## src/rtl/uart_alu_if_if.sv

```systemverilog
// ---------------------------------------------------------------------------
// uart_alu_if_if : signal bundle between uart_alu_if and its surroundings
//                  (UART RX/TX FIFOs and the combinational ALU).
//
// RX FIFO : i_rx_empty, i_r_data (head word), o_rd_uart (pop strobe)
// TX FIFO : i_tx_full, o_wr_uart (push strobe), o_w_data (byte to push)
// ALU     : o_data_a, o_data_b, o_op (operands/opcode), i_alu_result
// Status  : o_frame_err (one-cycle pulse when a frame is aborted)
//
// master : the uart_alu_if side (drives the o_* signals)
// slave  : the environment side (FIFOs + ALU, drives the i_* signals)
// ---------------------------------------------------------------------------
interface uart_alu_if_if #(
  parameter int NB_DATA = 8,
  parameter int NB_OP   = 6
);
  logic               i_rx_empty;
  logic [NB_DATA-1:0] i_r_data;
  logic               o_rd_uart;
  logic               i_tx_full;
  logic               o_wr_uart;
  logic [NB_DATA-1:0] o_w_data;
  logic [NB_DATA-1:0] o_data_a;
  logic [NB_DATA-1:0] o_data_b;
  logic [NB_OP-1:0]   o_op;
  logic [NB_DATA-1:0] i_alu_result;
  logic               o_frame_err;

  modport master (
    input  i_rx_empty, i_r_data, i_tx_full, i_alu_result,
    output o_rd_uart, o_wr_uart, o_w_data, o_data_a, o_data_b, o_op, o_frame_err
  );

  modport slave (
    output i_rx_empty, i_r_data, i_tx_full, i_alu_result,
    input  o_rd_uart, o_wr_uart, o_w_data, o_data_a, o_data_b, o_op, o_frame_err
  );
endinterface

```

## src/rtl/uart_alu_if.sv

```systemverilog
// ---------------------------------------------------------------------------
// uart_alu_if : frames UART bytes into ALU operations.
//   Pops operand A, operand B and opcode from the RX FIFO, holds them on the
//   ALU inputs, samples the ALU result one cycle later and pushes it into the
//   TX FIFO. An optional inter-byte timeout aborts incomplete frames.
//
// Ports:
//   i_clk   : system clock
//   i_reset : synchronous, active-high reset
//   bus     : uart_alu_if_if.master (RX FIFO, TX FIFO, ALU and error pulse)
//
// Parameters:
//   NB_DATA    : operand/result/UART byte width
//   NB_OP      : opcode width (low NB_OP bits of the third byte)
//   TIMEOUT    : max idle cycles between bytes of one frame, 0 = disabled
//   NB_TIMEOUT : timeout counter width
// ---------------------------------------------------------------------------
module uart_alu_if #(
  parameter int NB_DATA    = 8,
  parameter int NB_OP      = 6,
  parameter int TIMEOUT    = 0,
  parameter int NB_TIMEOUT = 32
) (
  input  logic                 i_clk,
  input  logic                 i_reset,
  uart_alu_if_if.master        bus
);

  typedef enum logic [2:0] {
    S_A    = 3'd0,
    S_B    = 3'd1,
    S_OP   = 3'd2,
    S_CALC = 3'd3,
    S_SEND = 3'd4
  } state_t;

  localparam logic                  TO_EN   = (TIMEOUT != 0);
  // With TIMEOUT=0 this wraps to all ones, but TO_EN gates every use.
  localparam logic [NB_TIMEOUT-1:0] TO_LAST = NB_TIMEOUT'(TIMEOUT - 1);

  state_t                state_r;
  state_t                state_next_s;
  logic                  rd_s;
  logic                  wr_s;
  logic                  expire_s;
  logic                  cnt_last_s;
  logic [NB_DATA-1:0]    data_a_r;
  logic [NB_DATA-1:0]    data_b_r;
  logic [NB_OP-1:0]      op_r;
  logic [NB_DATA-1:0]    result_r;
  logic                  frame_err_r;
  logic [NB_TIMEOUT-1:0] cnt_r;

  assign cnt_last_s = TO_EN && (cnt_r == TO_LAST);

  // Next-state logic plus the combinational pop/push strobes and abort detect.
  always_comb begin
    state_next_s = state_r;
    rd_s         = 1'b0;
    wr_s         = 1'b0;
    expire_s     = 1'b0;
    case (state_r)
      S_A: begin
        rd_s = ~bus.i_rx_empty & ~i_reset;
        if (rd_s) begin
          state_next_s = S_B;
        end else begin
          state_next_s = S_A;
        end
      end
      S_B: begin
        rd_s = ~bus.i_rx_empty & ~i_reset;
        // An accept on the expiry edge wins over the abort.
        if (rd_s) begin
          state_next_s = S_OP;
        end else if (cnt_last_s) begin
          expire_s     = 1'b1;
          state_next_s = S_A;
        end else begin
          state_next_s = S_B;
        end
      end
      S_OP: begin
        rd_s = ~bus.i_rx_empty & ~i_reset;
        if (rd_s) begin
          state_next_s = S_CALC;
        end else if (cnt_last_s) begin
          expire_s     = 1'b1;
          state_next_s = S_A;
        end else begin
          state_next_s = S_OP;
        end
      end
      S_CALC: begin
        state_next_s = S_SEND;
      end
      S_SEND: begin
        // No timeout here: a full TX FIFO may stall the frame indefinitely.
        wr_s = ~bus.i_tx_full & ~i_reset;
        if (wr_s) begin
          state_next_s = S_A;
        end else begin
          state_next_s = S_SEND;
        end
      end
      default: begin
        state_next_s = S_A;
      end
    endcase
  end

  // State, captured operands/opcode/result, timeout counter and error pulse.
  always_ff @(posedge i_clk) begin
    if (i_reset) begin
      state_r     <= S_A;
      data_a_r    <= '0;
      data_b_r    <= '0;
      op_r        <= '0;
      result_r    <= '0;
      frame_err_r <= 1'b0;
      cnt_r       <= '0;
    end else begin
      state_r     <= state_next_s;
      frame_err_r <= expire_s;
      if (rd_s && (state_r == S_A)) begin
        data_a_r <= bus.i_r_data;
      end
      if (rd_s && (state_r == S_B)) begin
        data_b_r <= bus.i_r_data;
      end
      if (rd_s && (state_r == S_OP)) begin
        op_r <= bus.i_r_data[NB_OP-1:0];
      end
      if (state_r == S_CALC) begin
        result_r <= bus.i_alu_result;
      end
      // Counts only idle cycles while waiting for B or the opcode.
      if (!TO_EN || rd_s || expire_s || !((state_r == S_B) || (state_r == S_OP))) begin
        cnt_r <= '0;
      end else begin
        cnt_r <= cnt_r + NB_TIMEOUT'(1);
      end
    end
  end

  assign bus.o_rd_uart   = rd_s;
  assign bus.o_wr_uart   = wr_s;
  assign bus.o_w_data    = result_r;
  assign bus.o_data_a    = data_a_r;
  assign bus.o_data_b    = data_b_r;
  assign bus.o_op        = op_r;
  assign bus.o_frame_err = frame_err_r;

endmodule

```

## src/flat_wrapper.sv

```systemverilog
// flat-port wrapper written by rule: the top's interface ports become plain ports
module uart_alu_if_flat 
#(
  parameter int NB_DATA    = 8,
  parameter int NB_OP      = 6,
  parameter int TIMEOUT    = 0,
  parameter int NB_TIMEOUT = 32
)
  (i_clk, i_reset, bus_i_rx_empty, bus_i_r_data, bus_i_tx_full, bus_i_alu_result, bus_o_rd_uart, bus_o_wr_uart, bus_o_w_data, bus_o_data_a, bus_o_data_b, bus_o_op, bus_o_frame_err);
  uart_alu_if_if #(.NB_DATA(NB_DATA), .NB_OP(NB_OP)) bus_i ();
  input  logic i_clk;
  input  logic i_reset;
  input wire logic [$bits(bus_i.i_rx_empty)-1:0] bus_i_rx_empty;
  input wire logic [$bits(bus_i.i_r_data)-1:0] bus_i_r_data;
  input wire logic [$bits(bus_i.i_tx_full)-1:0] bus_i_tx_full;
  input wire logic [$bits(bus_i.i_alu_result)-1:0] bus_i_alu_result;
  output wire logic [$bits(bus_i.o_rd_uart)-1:0] bus_o_rd_uart;
  output wire logic [$bits(bus_i.o_wr_uart)-1:0] bus_o_wr_uart;
  output wire logic [$bits(bus_i.o_w_data)-1:0] bus_o_w_data;
  output wire logic [$bits(bus_i.o_data_a)-1:0] bus_o_data_a;
  output wire logic [$bits(bus_i.o_data_b)-1:0] bus_o_data_b;
  output wire logic [$bits(bus_i.o_op)-1:0] bus_o_op;
  output wire logic [$bits(bus_i.o_frame_err)-1:0] bus_o_frame_err;
  assign bus_i.i_rx_empty = bus_i_rx_empty;
  assign bus_i.i_r_data = bus_i_r_data;
  assign bus_i.i_tx_full = bus_i_tx_full;
  assign bus_i.i_alu_result = bus_i_alu_result;
  assign bus_o_rd_uart = bus_i.o_rd_uart;
  assign bus_o_wr_uart = bus_i.o_wr_uart;
  assign bus_o_w_data = bus_i.o_w_data;
  assign bus_o_data_a = bus_i.o_data_a;
  assign bus_o_data_b = bus_i.o_data_b;
  assign bus_o_op = bus_i.o_op;
  assign bus_o_frame_err = bus_i.o_frame_err;
  uart_alu_if #(.NB_DATA(NB_DATA), .NB_OP(NB_OP), .TIMEOUT(TIMEOUT), .NB_TIMEOUT(NB_TIMEOUT)) u_core (.i_clk(i_clk), .i_reset(i_reset), .bus(bus_i));
endmodule
```

## config.mk

```make
export PLATFORM = sky130hd
export DESIGN_NAME = uart_alu_if_flat
export DESIGN_NICKNAME = d
export VERILOG_FILES = /design/src/rtl/uart_alu_if_if.sv /design/src/rtl/uart_alu_if.sv /design/src/flat_wrapper.sv
export SDC_FILE = /design/constraint.sdc
export NUM_CORES = 1
export LEC_CHECK = 0
export BUFFER_PORTS_ARGS = -buffer_cell sky130_fd_sc_hd__buf_2
export CORE_UTILIZATION = 40
export CTS_CLUSTER_SIZE = 16
export DETAILED_ROUTE_END_ITERATION = 7
export GPL_TIMING_DRIVEN = 0
export PLACE_DENSITY = 0.68
export SYNTH_ARGS = -nofsm -noshare
export SYNTH_HDL_FRONTEND = slang
export SYNTH_SLANG_ARGS = --single-unit
```

## constraint.sdc

```tcl
create_clock -name i_clk -period 1.6 [get_ports i_clk]
set_input_delay 0.08 -clock i_clk [delete_from_list [all_inputs] [get_ports i_clk]]
set_output_delay 0.08 -clock i_clk [all_outputs]
set_load 0.05 [all_outputs]
```

==> results of run 1 <==
-- cells in the mapped netlist (2+ instances only) --
cell type  count
and2b_1        5
nor2b_1       10
nor2_1        10
dfxtp_1       33
nand3_1        9
a21oi_1       12
nor3_1         3
o21ai_0        8
clkbuf_1       5
mux2_2        14
mux2i_1        8
buf_2          2
-- per-stage QoR --
step	hold slack, ns	setup TNS, ns	power (W)
after floorplan	0.2239	-0.02603	0.001061
after global placement	0.3095	0	0.001128
after detailed placement	0.3182	0	0.001137
after CTS	0.00003628	-0.01066	0.001591
after global routing	0.002744	0	0.001667
final	0.006547	0	0.001583
-- area by class of cell --
class | instances | area [um^2] | area share, %
buffer | 8 | 43.79 | 2.355
inverter | 1 | 3.754 | 0.2019
sequential | 33 | 661.9 | 35.60
multi-input combinational | 88 | 636.9 | 34.25
clock buffer | 6 | 41.29 | 2.221
tap | 44 | 55.05 | 2.961
clock inverter | 2 | 10.01 | 0.5384
timing repair buffer | 65 | 406.6 | 21.87
-- cell families after synthesis --
logic type / count (synthesis)
simple gates: 45
compound gates: 20
mux: 22
other cells: 1
flops: 33
buf+inv: 11
-- report_power, final --
group | internal, W | total [W] | leakage, nW | switching (W)
sequential | 0.000847 | 0.000862 | 0.268 | 0.0000153
clock | 0.000167 | 0.000432 | 0.0320 | 0.000265
combinational | 0.000106 | 0.000289 | 0.636 | 0.000182
-- routing by layer --
layer	track usage (%)	up-vias	routed length, um
li1	-	588	-
met1	20.05	541	1303
met2	35.08	47	1481
met3	7.359	5	215
met4	5.980	0	41
met5	0	-	0
-- worst max-delay path: stages (launching register included) --
cell and delay [ns]:
dfxtp_2 0.37, or3_4 0.39, a21oi_2 0.14, buf_6 0.17
-- registers in the layout (all words and copies together) (netlist names) --
signal,count
u_core.bus.o_data_a,8
u_core.bus.o_data_b,8
u_core.bus.o_w_data,8
u_core.bus.o_op,6
u_core.state_r,3
-- cells in the final DEF, fill, tap and decap left out, types with 2 or more instances in the layout --
cell / instances
clkbuf_4: 5
buf_6: 2
buf_4: 3
o21ai_0: 8
nand3_1: 9
nor2b_1: 10
buf_2: 50
mux2_2: 14
dlygate4sd3_1: 14
and2b_1: 5
clkinv_2: 2
a21oi_1: 11
mux2i_1: 8
clkbuf_1: 4
dfxtp_1: 32
nor2_1: 9
nor3_1: 2
-- final timing paths --
kind / cells after the start / slack [ns] / to
min: 2 / 0.007 / u_core.bus.o_data_b[1]$_SDFFE_PP0P_
max: 3 / 0.12 / bus_o_rd_uart
max reg2reg: 3 / 0.19 / u_core.bus.o_data_b[5]$_SDFFE_PP0P_
min reg2reg: 2 / 0.48 / u_core.bus.o_data_a[7]$_SDFFE_PP0P_
-- what timing repair did --
item / CTS / global route
hold buffers: 13 / 1
pin swaps: 0 / 1
buffers inserted: 0 / 1
resized for setup: 5 / 2
setup endpoints to repair: 2 / 10
hold endpoints to repair: 13 / 1
==> qor.yml, run 1 <==
synth-edff-count: 0
diodes: 0
finClkSkew_ns: 0.005400
status: "complete, no violations"
max_freq_mhz: 676.8
synth_top_flop_cell: "dfxtp_1"
grt_pass1_wl_mm: 4.899
rsz0062_at_grt: "no"
tightestPinTransition_ns: 0.5191
dp_cells: 226
htree_levels: 2
core_mm2: 0.003103
syn_nets: 152
crit_arrival_ns: 1.40
die_area_mm2: 0.003563
min_path_type: "input pin to flop"
final_max_slew_viol_count: 0
synth_compound_area_share_pct: 7.519
postSynthCellCount: 132
ant_nets: 0
cts_root_buf: "clkbuf_4"
grt_pass1_vias: 1142
groute.usage.overall_pct: 19.19
finish.instance_area_mm2: 0.001859
std_cell_rows: 20
setup_slack_ns: 0.1225
drive_above_1_share_pct: 41.87
drc_errors: 0
crit_type: "flop to output port"
initial_core_util_pct: 42.90
cts_tree: "built"
setup.worst_path.start: "u_core.state_r[2]$_SDFF_PP0_"
synthSimpleGateAreaFrac_pct: 20.58
fillers: 301
clk_latency_ns: 0.33
dp_hpwl_mm: 2.170
slew_headroom_pct: 65.28
grt_overflow_total: 0
ir_worst_vdd_v: 0.0004384
synth_area_leader_cell: "dfxtp_1"
yosys_warnings: 0
synthArstFlopShare_pct: 0
cp-start-kind: "flop"
dpl_cell_area_mm2: 0.001645
synthAdderAreaFrac_pct: 0
final_cell_count_no_fill: 247
die_h_um: 59.69
hold_start: "bus_i_r_data[1]"
die_w_um: 59.69
p_leak_nw: 0.9364
fin_crit_sh_pct: 92.35
synth.distinct_cells: 25
drv_cap: 0
worstPathRequired_ns: 1.52
synthTopCellsByArea: "dfxtp_1, mux2_2, mux2i_1"
fin_util_pct: 59.92
wl_per_cell_um: 12.31
yosys-mux-area-fraction_pct: 17.86
cts_made_buffers: 5
setup_violations: 0
ioPinCount: 53
grt_max_degree: 11
synth_top_area_share_pct: 49.62
endpoint_kind: "output port"
period_needed_ns: 1.478
cp_max_fo: 9
avgSynthCellArea_um2: 10.09
regToRegStartpoint: "u_core.state_r[2]$_SDFF_PP0_"
dp_slack_ns: 0.01959
vias: 1181
yosysSeqAreaShare_pct: 49.62
synth-seq-cells: 33
gp_congestion: 0.7154
clk_pin_slew_ns: 0.09
cts_sinks: 33
numPortBuffers: 50
timing_hold_violations_final: 0
synth_area_mm2: 0.001331
area_delta_synth_final_pct: 39.66
drt_iter0_markers: 14
p_per_area_mw_per_mm2: 851.5
synth_top_family_by_area: "simple AND/OR/NAND/NOR gates"
drt_pass1_iterations: 4
antenna_found_initial: 0
synth-xor-area-share_pct: 0
routed_wl_mm: 3.040
viasPerCell: 4.781
fin_nets: 222
clock_path_buffers: 2
Note: power is estimated with default switching activity, not from simulation.
==> run 2, diff against run 1 <==
==> constraint.sdc (replaced) <==
create_clock -name i_clk -period 1.6 [get_ports i_clk]
set_input_delay 0.32 -clock i_clk [delete_from_list [all_inputs] [get_ports i_clk]]
set_output_delay 0.32 -clock i_clk [all_outputs]
set_load 0.05 [all_outputs]
==> run 2 against run 1 <==
Net effect: the run now ends with negative setup slack left; first-iteration DRC count shrank 57%; sequential power barely moved; cell count shrank 3.2%; utilization fell by 2.2 points; register-to-register slack better by 0.02 ns; clock-buffer cell count increased by 2; critical path depth unchanged; hold slack gained 0.21 ns; global-route usage fell by 0.94 points; die area unchanged; sequential share of layout area increased by 1.9 points; via count down 2.7%; critical path type unchanged; highest routed layer unchanged.
==> qor.yml, run 2 (synthesis gave the netlist of run 1 again) <==
crit_slowest_cell: "dfxtp_4"
cp-start-kind: "flop"
violations: "negative setup slack"
grt_overflow_total: 0  # unchanged
gp_congestion: 0.6902  # -3.5%
dp_hpwl_mm: 2.168  # -0.10%
htree_levels: 2  # unchanged
drv_cap: 0  # unchanged
setup_violations: 1  # +1
endpoint_kind: "output port"
fin_nets: 214  # -3.6%
core_mm2: 0.003103  # unchanged
max_stage_delay_ns: 0.36  # -0.03 ns
cp_max_fo: 2  # -7
worstPathRequired_ns: 1.28  # -0.24 ns
grt_max_degree: 11  # unchanged
cts_root_buf: "clkbuf_4"
final_max_slew_viol_count: 0  # unchanged
cts_made_buffers: 5  # unchanged
std_cell_rows: 20  # unchanged
numPortBuffers: 50  # unchanged
p_per_area_mw_per_mm2: 881.0  # +3.5%
drt_pass1_iterations: 3  # -1
routed_wl_mm: 3.067  # +0.89%
final_cell_mix: "buf_2, dfxtp_1, mux2_2, a21oi_1, nor2b_1"
diodes: 0  # unchanged
layout_commonest_cell: "buf_2"
crit_type: "flop to output port"
die_w_um: 59.69  # unchanged
min_path_type: "input pin to flop"
ioPinCount: 53  # unchanged
ant_nets: 0  # unchanged
antenna_found_initial: 0  # unchanged
p_leak_nw: 0.9152  # -2.3%
total_power_w: 0.001578  # -0.30%
setup_slack_ns: -0.04342  # -0.1659 ns
clk_latency_ns: 0.33  # about the same
path_buf_inv: 1  # unchanged
wl_per_cell_um: 12.83  # +4.3%
vias: 1149  # -2.7%
fin_crit_sh_pct: 102.7  # +10 points
crit_family: "flip-flops"
die_area_mm2: 0.003563  # unchanged
initial_core_util_pct: 42.90  # unchanged
crit_arrival_ns: 1.32  # -0.08 ns
cp_cell_sequence: "or3_4 > a21oi_2 > buf_6"
cts_sinks: 33  # unchanged
drt_iter0_markers: 6  # -8
clk_pin_slew_ns: 0.10  # about the same
drive_above_1_share_pct: 48.21  # +6.3 points
grt_pass1_vias: 1069  # -6.4%
viasPerCell: 4.808  # +0.55%
drc_errors: 0  # unchanged
groute.usage.overall_pct: 18.25  # -0.94 points
max_freq_mhz: 608.5  # -10%
cts_tree: "built"
rsz0062_at_grt: "yes"
status: "finished with violations"
die_h_um: 59.69  # unchanged
period_needed_ns: 1.643  # +0.1659 ns
ir_worst_vdd_v: 0.0003878  # -12%
timing_hold_violations_final: 0  # unchanged
fin_util_pct: 57.74  # -2.2 points
clock_path_buffers: 2  # unchanged
finClkSkew_ns: 0.007002  # +0.001602 ns
grt_pass1_wl_mm: 4.685  # -4.4%
ff2ff_setup_slack_ns: 0.21  # +0.02 ns
area_delta_synth_final_pct: 34.59
holdWs_ns: 0.2146  # +0.2080 ns
==> run 2: worst reg2reg max path: stages (launching register included) <==
cell	delay [ns]
dfxtp_4	0.38
buf_4	0.15
or2_2	0.28
buf_1	0.17
o21ai_0	0.21
a21oi_1	0.09
==> run 2: layout make-up <==
class                           instances  area, um^2
Timing Repair Buffer                   58       322.8
Multi-Input combinational cell         88       645.6
Tap cell                               44       55.05
Clock buffer                            8       48.80
Sequential cell                        33       671.9
Inverter                                1       3.754
Fill cell                             310        1311
Buffer                                  7       43.79
==> run 2: layer usage <==
layer  GRT usage, %  wire (um)  vias to the layer above
met5              0          0                        -
li1               -          -                      575
met2          33.49       1628                       37
met4          4.983         30                        0
met1          19.16       1223                      532
met3          7.143        184                        5
==> run 2: what timing repair did <==
| action | 4_1_cts | 5_1_grt |
|---|---|---|
| gates cloned | 0 | 0 |
| gates resized for setup | 15 | 5 |
| buffers inserted | 3 | 5 |
| endpoints found under the setup margin | 2 | 12 |
| hold buffers | 0 | 0 |
| endpoints found under the hold margin | 0 | 0 |
| pin swaps | 2 | 5 |
==> run 2: metrics by stage <==
stage                     setup TNS [ns]  instances  worst slack, ns  area, um^2
after floorplan                  -0.2209        132          -0.1147        1346
after global placement           -0.4753        226          -0.3157        1652
after detailed placement         -0.5301        226          -0.3624        1652
after CTS                       -0.09835        235         -0.09835        1758
after global routing             -0.1460        239         -0.09451        1792
final                           -0.04342        239         -0.04342        1792
==> run 2: worst paths after layout <==
path,cells after the start,end,from
min,3,u_core.bus.o_w_data[0]$_SDFFE_PP0N_,bus_i_alu_result[0]
min reg2reg,2,u_core.bus.o_data_a[4]$_SDFFE_PP0P_,u_core.bus.o_data_a[4]$_SDFFE_PP0P_
max,3,bus_o_rd_uart,u_core.state_r[2]$_SDFF_PP0_
max reg2reg,5,u_core.bus.o_data_a[5]$_SDFFE_PP0P_,u_core.state_r[1]$_SDFF_PP0_
==> run 2: where the power goes <==
part / total, W / internal [W] / switching, W
Combinational: 0.000275 / 0.0000946 / 0.000180
Clock: 0.000441 / 0.000175 / 0.000266
Sequential: 0.000863 / 0.000845 / 0.0000183
Total: 0.00158 / 0.00111 / 0.000464
==> run 3, diff against run 2 <==
--- a/config.mk
+++ b/config.mk
@@ -7,10 +7,12 @@
 export LEC_CHECK = 0
 export BUFFER_PORTS_ARGS = -buffer_cell sky130_fd_sc_hd__buf_2
 export CORE_UTILIZATION = 40
+export CTS_BUF_LIST = sky130_fd_sc_hd__clkbuf_8
 export CTS_CLUSTER_SIZE = 16
 export DETAILED_ROUTE_END_ITERATION = 7
 export GPL_TIMING_DRIVEN = 0
 export PLACE_DENSITY = 0.68
+export REMOVE_ABC_BUFFERS = 1
 export SYNTH_ARGS = -nofsm -noshare
 export SYNTH_HDL_FRONTEND = slang
 export SYNTH_SLANG_ARGS = --single-unit
==> run 3 against run 2 <==
Net effect: the flow now finishes without violations; sequential share of layout area is 0.25 points higher; critical path type unchanged; clock skew decreased by 0.0026 ns; critical endpoint unchanged; combinational power down 7%; utilization is 0.81 points lower.
==> qor.yml, run 3 (synthesis gave the netlist of run 1 again) <==
status: "complete, no violations"
wl_per_cell_um: 12.03  # -6.3%
diodes: 0  # unchanged
final_cell_mix: "buf_2, dfxtp_1, mux2_2, a21oi_1, nor2b_1"
finClkSkew_ns: 0.004447  # -0.002555 ns
grt_pass1_wl_mm: 4.547  # -2.9%
ioPinCount: 53  # unchanged
drv_cap: 0  # unchanged
crit_slowest_cell: "dfxtp_4"
initial_core_util_pct: 42.90  # unchanged
fillers: 297  # -4.2%
worstPathRequired_ns: 1.28  # about the same
area_delta_synth_final_pct: 32.71
cts_sinks: 33  # unchanged
routed_wl_mm: 2.766  # -9.8%
clk_pin_slew_ns: 0.06  # -0.04 ns
max_freq_mhz: 644.4  # +5.9%
slew_headroom_pct: 64.20
grt_pass1_vias: 1061  # -0.75%
cp-start-kind: "flop"
htree_levels: 2  # unchanged
crit_arrival_ns: 1.23  # -0.09 ns
p_leak_nw: 0.9013  # -1.5%
viasPerCell: 4.839  # +0.66%
cts_tree: "built"
ir_worst_vdd_v: 0.0004841  # +25%
clock_path_buffers: 2  # unchanged
antenna_found_initial: 0  # unchanged
cts_root_buf: "clkbuf_8"
fin_nets: 205  # -4.2%
crit_type: "flop to output port"
p_per_area_mw_per_mm2: 1012  # +15%
die_area_mm2: 0.003563  # unchanged
ant_nets: 0  # unchanged
die_h_um: 59.69  # unchanged
cp_cell_sequence: "or3_4 > a21oi_2 > buf_6"
layout_commonest_cell: "buf_2"
timing_hold_violations_final: 0  # unchanged
fin_crit_sh_pct: 97.00  # -5.7 points
ff2ff_setup_slack_ns: 0.18  # -0.03 ns
gp_congestion: 0.7234  # +4.8%
endpoint_kind: "output port"
groute.usage.overall_pct: 17.30  # -0.95 points
drc_errors: 0  # unchanged
cts_made_buffers: 5  # unchanged
setup_violations: 0  # -1
max_stage_delay_ns: 0.34  # -0.02 ns
min_path_type: "input pin to flop"
multi_input_area_um2: 631.9  # -2.1%
drive_above_1_share_pct: 47.31  # -0.89 points
die_w_um: 59.69  # unchanged
drt_iter0_markers: 22  # +16
dp_hpwl_mm: 1.921  # -11%
period_needed_ns: 1.552  # -0.09147 ns
holdWs_ns: 0.2778  # +0.06319 ns
cp_max_fo: 2  # unchanged
tightestPinTransition_ns: 0.5353
total_power_w: 0.001787  # +13%
clk_latency_ns: 0.27  # -0.06 ns
rsz0062_at_grt: "yes"
std_cell_rows: 20  # unchanged
regArea_um2: 666.9  # -0.74%
core_mm2: 0.003103  # unchanged
grt_max_degree: 37  # +26
final_max_slew_viol_count: 0  # unchanged
drt_pass1_iterations: 5  # +2
holdBufCountCts: 0  # unchanged
grt_overflow_total: 0  # unchanged
numPortBuffers: 51  # +2.0%
vias: 1113  # -3.1%
## run 3: area by class of cell
class                      instances  share of cell area (%)
tap                               44                   3.116
sequential                        33                   37.75
multi-input combinational         88                   35.76
inverter                           1                  0.2125
clock inverter                     1                  0.2833
clock buffer                       7                   5.453
timing repair buffer              56                   17.42
## run 3: repair_timing
item,CTS,global route
pin swaps,2,2
resized for setup,10,3
setup endpoints to repair,2,16
setup buffers,3,2
## run 3: per-layer routing
metal  part of all wire, %  vias to the layer above  track usage (%)
li1                      -                      554                -
met4                  0.83                        0            5.980
met1                    43                      505            19.73
met2                    48                       51            30.16
met3                   8.6                        3            5.628
met5                     0                        -                0
## run 3: power by group
part / internal [W] / switching (W) / leakage, nW / total [W]
sequential: 0.000847 / 0.0000181 / 0.269 / 0.000865
combinational: 0.0000839 / 0.000173 / 0.578 / 0.000257
clock: 0.000388 / 0.000277 / 0.0542 / 0.000665
total: 0.00132 / 0.000468 / 0.901 / 0.00179
## run 3: stage by stage
step                      worst slack (ns)  cell area [um^2]   TNS [ns]  util, %  cells
after floorplan                    -0.6181              1280    -0.9034        -    122
after global placement             -0.3333              1590     -2.619    51.25    217
after detailed placement           -0.3628              1590     -3.841    51.25    217
after CTS                         -0.01896              1745   -0.01896    56.25    228
after global routing             -0.005888              1767  -0.005888    56.94    230
final                              0.04805              1767          0    56.94    230
## run 3: worst max-delay path, delay by kind of cell (launching register included)
kind	cells	cell delay, ns
and+or+nand+nor	1	0.33
AOI/OAI and AO/OA	1	0.12
buffers and inverters	1	0.17
DFF	1	0.34
## run 3: worst paths after layout
kind / cells after the start / endpoint / startpoint
worst max-delay path: 3 / bus_o_rd_uart / u_core.state_r[2]$_SDFF_PP0_
worst min-delay path: 3 / u_core.bus.o_w_data[6]$_SDFFE_PP0N_ / bus_i_alu_result[6]
worst max register to register: 4 / u_core.bus.o_data_b[3]$_SDFFE_PP0P_ / u_core.state_r[2]$_SDFF_PP0_
worst min register to register: 2 / u_core.bus.o_data_a[5]$_SDFFE_PP0P_ / u_core.bus.o_data_a[5]$_SDFFE_PP0P_
